--- src/rtl/cordic_arbiter.sv ---
// Round-robin arbiter that time-shares one CORDIC unit between NREQ requesters.
// Operands are latched at the grant edge; result and z are captured after LAT cycles.
module cordic_arbiter #(
  parameter int NREQ = 4,
  parameter int DW   = 32,
  parameter int MW   = 2,
  parameter int LAT  = 1
) (
  input  logic              clk,
  input  logic              nReset,
  input  logic [NREQ-1:0]   req,
  input  logic [NREQ*DW-1:0] op_x,
  input  logic [NREQ*DW-1:0] op_y,
  input  logic [NREQ*MW-1:0] op_mode,
  output logic [NREQ-1:0]   gnt,
  output logic [NREQ-1:0]   done,
  output logic [DW-1:0]     res_out,
  output logic [DW-1:0]     z_out,
  output logic [2:0]        gnt_id,
  output logic              busy,
  output logic [DW-1:0]     c_in1,
  output logic [DW-1:0]     c_in2,
  output logic [MW-1:0]     c_mode,
  input  logic [DW-1:0]     c_result,
  input  logic [DW-1:0]     c_z,
  output logic              state_dbg
);

  localparam int IW = (NREQ > 1) ? $clog2(NREQ) : 1;

  typedef enum logic {S_IDLE = 1'b0, S_WAIT = 1'b1} state_t;

  // Handshake: req is a level held with its operands until the one-cycle gnt
  // pulse; operands are sampled only on that edge. done is a one-cycle pulse
  // to the same requester when res_out/z_out are valid; they hold until the
  // next completion. busy spans the grant cycle through the done cycle.

  state_t          state_q, state_d;
  logic [IW-1:0]   ptr_q, ptr_d;
  logic [3:0]      cnt_q, cnt_d;
  logic [NREQ-1:0] gnt_d, done_d;
  logic [DW-1:0]   res_d, z_d, cin1_d, cin2_d;
  logic [MW-1:0]   cmode_d;
  logic [2:0]      gnt_id_d;
  logic            busy_d;

  logic [DW-1:0]   x_arr    [NREQ];
  logic [DW-1:0]   y_arr    [NREQ];
  logic [MW-1:0]   mode_arr [NREQ];

  for (genvar i = 0; i < NREQ; i++) begin : g_unpack
    assign x_arr[i]    = op_x[i*DW +: DW];
    assign y_arr[i]    = op_y[i*DW +: DW];
    assign mode_arr[i] = op_mode[i*MW +: MW];
  end

  // Rotating scan starting at ptr; the first set request wins.
  logic          win_found;
  logic [IW-1:0] win_idx;
  logic [IW-1:0] scan;

  always_comb begin
    win_found = 1'b0;
    win_idx   = '0;
    scan      = ptr_q;
    for (int k = 0; k < NREQ; k++) begin
      if (!win_found && req[scan]) begin
        win_found = 1'b1;
        win_idx   = scan;
      end
      scan = (scan == IW'(NREQ - 1)) ? '0 : scan + IW'(1);
    end
  end

  logic [IW-1:0] cur_w;
  assign cur_w = gnt_id[IW-1:0];

  always_comb begin
    state_d  = state_q;
    ptr_d    = ptr_q;
    cnt_d    = cnt_q;
    gnt_d    = '0;
    done_d   = '0;
    res_d    = res_out;
    z_d      = z_out;
    gnt_id_d = gnt_id;
    busy_d   = busy;
    cin1_d   = c_in1;
    cin2_d   = c_in2;
    cmode_d  = c_mode;
    case (state_q)
      S_IDLE: begin
        busy_d = 1'b0;
        if (win_found) begin
          cin1_d   = x_arr[win_idx];
          cin2_d   = y_arr[win_idx];
          cmode_d  = mode_arr[win_idx];
          gnt_d    = NREQ'(1) << win_idx;
          gnt_id_d = 3'(win_idx);
          busy_d   = 1'b1;
          cnt_d    = 4'(LAT - 1);
          state_d  = S_WAIT;
        end
      end
      S_WAIT: begin
        if (cnt_q != 4'd0) begin
          cnt_d = cnt_q - 4'd1;
        end else begin
          // busy stays high through the done cycle and drops back in IDLE.
          res_d   = c_result;
          z_d     = c_z;
          done_d  = NREQ'(1) << cur_w;
          ptr_d   = (cur_w == IW'(NREQ - 1)) ? '0 : cur_w + IW'(1);
          state_d = S_IDLE;
        end
      end
      default: state_d = S_IDLE;
    endcase
  end

  always_ff @(posedge clk) begin
    if (!nReset) begin
      state_q <= S_IDLE;
      ptr_q   <= '0;
      cnt_q   <= '0;
      gnt     <= '0;
      done    <= '0;
      res_out <= '0;
      z_out   <= '0;
      gnt_id  <= '0;
      busy    <= 1'b0;
      c_in1   <= '0;
      c_in2   <= '0;
      c_mode  <= '0;
    end else begin
      state_q <= state_d;
      ptr_q   <= ptr_d;
      cnt_q   <= cnt_d;
      gnt     <= gnt_d;
      done    <= done_d;
      res_out <= res_d;
      z_out   <= z_d;
      gnt_id  <= gnt_id_d;
      busy    <= busy_d;
      c_in1   <= cin1_d;
      c_in2   <= cin2_d;
      c_mode  <= cmode_d;
    end
  end

  assign state_dbg = state_q;

endmodule

--- config.mk ---
export PLATFORM = sky130hd
export DESIGN_NAME = cordic_arbiter
export DESIGN_NICKNAME = d
export VERILOG_FILES = /design/src/rtl/cordic_arbiter.sv
export SDC_FILE = /design/constraint.sdc
export NUM_CORES = 1
export LEC_CHECK = 0
export ABC_AREA = 0
export CAP_MARGIN = 0
export CORE_AREA = 2 2 185 187
export CTS_CLUSTER_DIAMETER = 150
export CTS_CLUSTER_SIZE = 30
export DETAILED_ROUTE_END_ITERATION = 8
export DIE_AREA = 0 0 187 189
export SYNTH_ARGS = -nofsm -noshare
export SYNTH_HDL_FRONTEND = slang
export SYNTH_SLANG_ARGS = --single-unit
--- constraint.sdc ---
create_clock -name clk -period 2.5 [get_ports clk]
set_clock_uncertainty 0.05 [all_clocks]
set_input_delay 0.5 -clock clk [delete_from_list [all_inputs] [get_ports clk]]
set_output_delay 0.5 -clock clk [all_outputs]
set_load 0.01 [all_outputs]
Word-level counts from Yosys, hierarchy flattened. Cells that the tools add are included.

Latch bits: 0. Word-level logic and storage cells: 82. Input bits: 334. Output and inout bits: 143. Memories kept: 0. Memory bits (read-only): 0. Bits in registers: 148. RAM bits: 0.

Multiplexer cells: 35. Div/mod/pow operators: 0. Magnitude comparators: 5. $add $sub $neg: 5. Multipliers: 0. Eq/ne operators: 6. Bitwise operators: 5. Shift-type cells: 2. Reduce and logical (&&, ||, !) cells: 12.

Operator list (number): 32-bit binary-select mux with 2-bit select (2); 32-bit 2-to-1 mux (4); 2-bit 2-to-1 mux (10); 2-bit by 3-bit less-than comparator with 1-bit output (second input constant) (4); 1-bit 2-to-1 mux (10); 2-bit by 1-bit adder with 2-bit output (second input constant) (4); 1-bit binary-select mux with 2-bit select (4); 2-bit == test (second input constant) (4); 4-bit 2-to-1 mux (2); 4-bit case mux with 2 select lines (1); 1-bit by 2-bit left shift with 4-bit output (first input constant) (2); 2-bit AND reduction (3); 3-bit OR reduction (2); 2-bit binary-select mux with 2-bit select (1); 1-bit inverter (4); 4-bit nonzero test (1); 4-bit by 1-bit subtractor with 4-bit output (second input constant) (1); 3-bit greater-or-equal comparator (second input constant) (1); 1-bit logical AND (3); 1-bit zero test (3); 2-bit inverter with 3-bit output (1); 2-bit by 1-bit inequality test with 1-bit output (second input constant) (1); 2-bit inequality test (second input constant) (1); 1-bit case mux with 2 select lines (1).

Depth between registers and ports, before layout. Gate-level depths: netlist (run 1).

Depth after elaboration: 16. Depth in mapped cells: 11. Mapped depth without buffers: 7.

Worst setup path after synthesis (run 1). Ideal clock, no wire load.

Kind: reg2reg. Start: register ptr_q[1]. End: register c_in1[0]. Data required time: 2.312 ns. Arrival: 2.409 ns. Cell stages (with the launch flop): 11. Setup slack: -0.097 ns. Library setup time: 0.138 ns. Clock period less this slack: 2.597 ns. Buffers on the path: 3. Path through: dfxtp_1 ha_1 buf_2 xor2_1 a221o_1 a21o_1 and2_4 a32oi_2 buf_2 buf_2 o221ai_1.

Longest elaborated chain between the ends: 16. Elaborated cells between the ends (all ways): 36. Classes of those cells: add/sub: 3; eq/ne: 3; mux: 22; bitwise: 1; reduce/logical: 7.

Ends and longest elaborated chain: start: declaration (line 39) `logic [IW-1:0] ptr_q, ptr_d;`; start signal: assignment (line 137) `ptr_q <= ptr_d;`; parallel branches: the longest is 16 deep, another holds 2-bit by 1-bit adder with 2-bit output; end signal: assignment (line 145) `c_in1 <= cin1_d;`; end: declaration (line 21) `output logic [DW-1:0] c_in1,`.

Several ways; the timed one is not identified. The select of a mux whose other input is x is not followed. A chain may end at the register's enable or synchronous reset.

Worst setup path in the final report (run 1).
Start: register ptr_q[0]. End: register c_in2[20].

Longest elaborated chain between the ends: 16. Elaborated cells between the ends (all ways): 36. Classes of those cells: add/sub: 3; eq/ne: 3; mux: 22; bitwise: 1; reduce/logical: 7.

Ends and longest elaborated chain: parallel branches: the longest is 16 deep, another holds 2-bit by 1-bit adder with 2-bit output; end signal: assignment (line 146) `c_in2 <= cin2_d;`; end: declaration (line 22) `output logic [DW-1:0] c_in2,`.

Several ways; the timed one is not identified. The select of a mux whose other input is x is not followed.

==> metrics, run 1 <==
Port Buf Inserts=roughly 480; footprint of the multi-input gates=approximately 3700 sq um; first-pass GRT wire length=between 40 and 50 mm; Cell Area, Synth=6960 sq um; failing checks=negative setup slack; crit-path max FO=13; core area=about 33000 sq um; initial core utilization=0.209; most frequent cells in the layout=clkdlybuf4s50_1, nand2_1, dfxtp_1; Yosys top cell area share=0.426; Pins Over Slew Limit=0; worst r2r path cells=10; Final Hold Fails=0; Clock Latency Late Sink=0.44 ns; largest cells by area after synthesis=dfxtp_1, mux2i_1, nand2_1, o221ai_1, a21oi_1; total power=about 15 mW; asr flop ratio synth=0; Peak VDD IR=around 0.00069 V; Avg Vias per Cell=about 4.5; Initial DRC Count=about 280; minimum clock period=around 2.6 ns; register bit total from synthesis=about 150; Slew headroom=0.501; post-route insts no fill=between 1500 and 2000; root buffer cell=clkbuf_16; sequential cell area=about 3000 sq um; clock-pin slew on the worst setup and hold paths=0.07 ns; P_leak=5.02 nW; initial antenna violation count=5; Synth area leader=dfxtp_1; P per Cell Area=between 1000 and 1500 nW/um^2; Syn. warnings=0; Largest stage delay, worst path=about 0.5 ns; Overflow after GRT=0; sequential area share after synthesis=0.426; DP HPWL=between 20 and 25 mm; dpl ws=-0.496 ns; Site Rows=67; die area=around 35000 sq um; max cap viols=0; Pre-antenna DRT Iters=4; placed cell count=roughly 1700; total vias in the final route=7700; htree depth=4; Min-Delay Path Class=flop to flop; I/O pin count=about 480; number of hold buffers added after CTS=0; Hold WS=0.403 ns; CP Cell Sequence=ha_4 -> buf_4 -> or4_1 -> a21o_1 -> a21oi_2 -> a211oi_1 -> a31oi_4 -> buf_8 -> clkbuf_16 -> o221ai_1; area grow syn2layout=91.7%; hold path cells=2; Total Routing Usage GR=0.169; WP data arrival=~2.9 ns; Avg WL per Cell=between 15 and 20 um; Setup crit end kind=flop; ANT nets after route=0; period utilization=1.05; synthesized net count=1106; Slew @ Worst Pin=0.748 ns; top_reg_cell synth=dfxtp_1; drt drc=0; startpoint types=flop; Max Root-Sink Buffers=2; unrepaired setup endpoints after global routing=yes; layout cells sized above 1=0.0940; total CTS buffers=17; slowest CP cell=or4_1; fillers=3367; synth unique cells=45; status=finished, violations left; most common cell after layout, fill and taps aside=clkdlybuf4s50_1; Post-synth EDFFs=0; worst setup slack after layout=-0.133 ns; CP Data Required Time=about 2.8 ns; Max Fclk=roughly 380 MHz; Final Wtd Congestion=approximately 0.84; Synth Instances=approximately 770; Avg Cell Area, Syn=~9 sq um; Die Y=~190 um; Setup Crit Path Kind=flop to flop; Clock Sinks=approximately 150; post-layout util=0.401; CTS tree=done; largest net degree at the start of global routing=70; die width=approximately 190 um; Total Wirelength=roughly 32 mm; setup violators final=67; vias in the first global route=between 7000 and 8000; Layout Nets=1600
==> stage by stage <==
| step | TNS, ns | cell area (sq um) |
|---|---|---|
| final | -6.74 | 13300 |
| after global routing | -13.04 | 13300 |
| after CTS | -6.47 | 13100 |
| after detailed placement | -31.72 | 12500 |
| after global placement | -28.68 | 12500 |
| after floorplan | 0 | 7000 |
==> state kept, by name, indices dropped and copies added (netlist names) <==
signal and flops:
ptr_q 2, cnt_q 4, gnt_id 2, res_out 32, c_mode 2, gnt 4
state_dbg 1, c_in2 32, c_in1 32, busy 1, z_out 32, done 4
==> repair_timing <==
action	in CTS	in global routing
buffers inserted	0	3
gates cloned	1	7
pin swaps	1	0
endpoints found under the hold margin	0	0
setup endpoints to repair	67	72
gates resized for setup	3	16
==> power breakdown <==
| part | leakage (nW) | internal [mW] | switching, mW |
|---|---|---|---|
| sequential | 1.22 | 3.16 | 0.437 |
| clock | 0.278 | 1.43 | 1.17 |
| combinational | 3.53 | 4.34 | 4.00 |
==> routing by layer <==
metal | up-vias | part of all wire | track usage
met3 | 42 | 0.088 | 0.0660
met1 | 3556 | 0.39 | 0.180
met2 | 354 | 0.50 | 0.297
li1 | 3746 | - | -
met4 | 2 | 0.024 | 0.0693
met5 | - | 0.00035 | 0
==> synth_stat cells (all sizes together), types with 2 or more instances <==
master and number:
o221ai 66, nor3 6, nor2 15, nor2b 4
buf 31, clkbuf 36, ha 3, inv 6
nand2 205, a221o 2, nor4 2, a31oi 4
a211oi 2, dfxtp 148, a21oi 70, mux4 2
nand2b 4, and2 2, nand3 2, a21o 3
mux2 3, mux2i 137
==> logic make-up after synthesis <==
| group | after synthesis | share of synthesized area |
|---|---|---|
| XOR/XNOR | 1 | 0.00126 |
| multiplexers | 142 | 0.208 |
| other | 1 | 0.000539 |
| AO/OA/AOI/OAI | 154 | 0.156 |
| adder cells (fa/ha/maj) | 3 | 0.00540 |
| buffers and inverters | 73 | 0.0579 |
| flip-flops | 148 | 0.426 |
| AND/OR/NAND/NOR | 247 | 0.144 |
==> cell type report <==
type / count / area share
Timing Repair Buffer: 542 / 0.415
Multi-Input combinational cell: 548 / 0.275
Sequential cell: 148 / 0.222
Tap cell: 448 / 0.0420
Clock buffer: 18 / 0.0329
Clock inverter: 14 / 0.0109
Inverter: 6 / 0.00169
Antenna cell: 4 / 0.000750
==> critical path, delay by kind of cell, from the launching register on <==
kind	cells	cell delay, ns
AOI/OAI and AO/OA	5	0.82
adders and majority gates	1	0.24
buffers and inverters	3	0.54
DFF	1	0.34
and+or+nand+nor	1	0.51
==> path summary, 6_finish.rpt <==
| path | slack [ns] | end | startpoint |
|---|---|---|---|
| setup / recovery | -0.13 | c_in2[20] | ptr_q[0] |
| setup reg to reg | -0.13 | c_in2[20] | ptr_q[0] |
| hold reg to reg | 0.40 | z_out[20] | z_out[20] |
| hold / removal | 0.40 | z_out[20] | z_out[20] |
No activity file was read; power rests on OpenSTA's default activity.
==> inputs of run 2 (changes only) <==
- TNS_END_PERCENT: not set -> 50
==> run 2 against run 1 <==
The flow still finishes with violations (negative setup slack). Register-to-register slack barely moved. Total power fell by 1.4%. Global-route usage barely moved. Critical path type unchanged. Largest cell class unchanged. Largest power group unchanged.
==> metrics, run 2 (same netlist as run 1, synthesis figures left out) <==
total CTS buffers=17; P_leak=between 4 and 5 nW; setup violators final=66; max cap viols=0; WP data arrival=between 2 and 3 ns; worst setup slack after layout=-0.130 ns; Min-Delay Path Class=flop to flop; Setup Crit Path Kind=flop to flop; Peak VDD IR=~0.00069 V; Total Wirelength=a little over 30 mm; die width=between 150 and 200 um; P per Cell Area=around 1100 nW/um^2; core area=between 30000 and 40000 sq um; Layout Nets=1596; initial antenna violation count=5; sequential cell area=2970 sq um; Pre-antenna DRT Iters=6; layout cells sized above 1=0.0904; Clock Sinks=between 100 and 150; ANT nets after route=0; most frequent cells in the layout=clkdlybuf4s50_1, nand2_1, dfxtp_1; Pins Over Slew Limit=0; area grow syn2layout=90.1%; DP HPWL=about 23 mm; minimum clock period=2.63 ns; initial core utilization=0.209; Final Wtd Congestion=between 0.8 and 0.9; Avg Vias per Cell=~4.4; Max Fclk=between 300 and 400 MHz; Slew @ Worst Pin=between 0.7 and 0.8 ns; Final Hold Fails=0; Clock Latency Late Sink=0.44 ns; Avg WL per Cell=~18 um; fillers=roughly 3400; Overflow after GRT=0; Die Y=about 190 um; most common cell after layout, fill and taps aside=clkdlybuf4s50_1; Site Rows=67; footprint of the multi-input gates=3660 sq um; Initial DRC Count=293; unrepaired setup endpoints after global routing=yes; first-pass GRT wire length=45.4 mm; vias in the first global route=7803; die area=~35000 sq um; CP Data Required Time=~2.8 ns; startpoint types=flop; CTS tree=done; period utilization=1.05; htree depth=4; total power=between 10 and 15 mW; Total Routing Usage GR=0.169; Port Buf Inserts=475; status=finished, violations left; root buffer cell=clkbuf_16; I/O pin count=477; clock-pin slew on the worst setup and hold paths=0.07 ns; drt drc=0; post-layout util=0.397; Slew headroom=0.501; Max Root-Sink Buffers=2; largest net degree at the start of global routing=70; total vias in the final route=between 7000 and 8000; Setup crit end kind=flop; failing checks=negative setup slack; crit-path max FO=17
==> run 2: final timing paths <==
check	startpoint	end	slack, ns	depth (start not counted)
setup reg to reg	ptr_q[0]	c_in1[22]	-0.13	9
hold / removal	z_out[20]	z_out[20]	0.40	2
setup / recovery	ptr_q[0]	c_in1[22]	-0.13	9
hold reg to reg	z_out[20]	z_out[20]	0.40	2
==> run 2: report_power, final <==
part | internal, mW | switching [mW] | total, mW
clock | 1.43 | 1.18 | 2.60
sequential | 3.16 | 0.437 | 3.60
combinational | 4.21 | 3.92 | 8.13
==> run 2: final cells by class <==
| type | count | share of cell area |
|---|---|---|
| clock inverters | 14 | 0.0110 |
| clock buffers | 18 | 0.0332 |
| flip-flops and latches | 148 | 0.224 |
| diodes | 4 | 0.000757 |
| repair buffers | 538 | 0.410 |
| multi-input cells | 548 | 0.276 |
| inverters | 6 | 0.00170 |
| well taps | 448 | 0.0424 |
==> run 2: metal layers <==
layer | up-vias | part of all wire | track usage | routed length, um
met2 | 340 | 0.50 | 0.297 | 15400
met3 | 40 | 0.086 | 0.0658 | 2670
li1 | 3735 | - | - | -
met5 | - | 0.00036 | 0 | 11
met1 | 3524 | 0.39 | 0.181 | 12100
met4 | 2 | 0.025 | 0.0693 | 776
==> run 2: metrics by stage <==
step	cells	setup TNS [ns]	cell area, sq um	hold slack, ns	setup slack (ns)
floorplan	769	0	7000	0.396	0.0155
global placement	1681	-28.68	12500	0.391	-0.448
detailed placement	1681	-31.72	12500	0.396	-0.496
CTS	1714	-6.47	13100	0.405	-0.137
global route	1724	-11.15	13200	0.419	-0.235
finish	1724	-5.26	13200	0.403	-0.130
==> run 2: critical path: stages (launching register included) <==
cell and delay (ns):
dfxtp_2 0.34, ha_4 0.24, xor2_1 0.17, a221o_1 0.35
a21o_1 0.20, a221o_4 0.47, buf_12 0.19, buf_12 0.17
mux2i_1 0.17, o221ai_1 0.14
==> run 2: timing repair <==
action                                  in CTS  in global routing
resized for setup                            3                 11
setup buffers                                0                  4
gates cloned                                 1                  2
endpoints found under the setup margin      67                 72
pin swaps                                    1                  1
hold buffers                                 0                  0
hold endpoints to repair                     0                  0
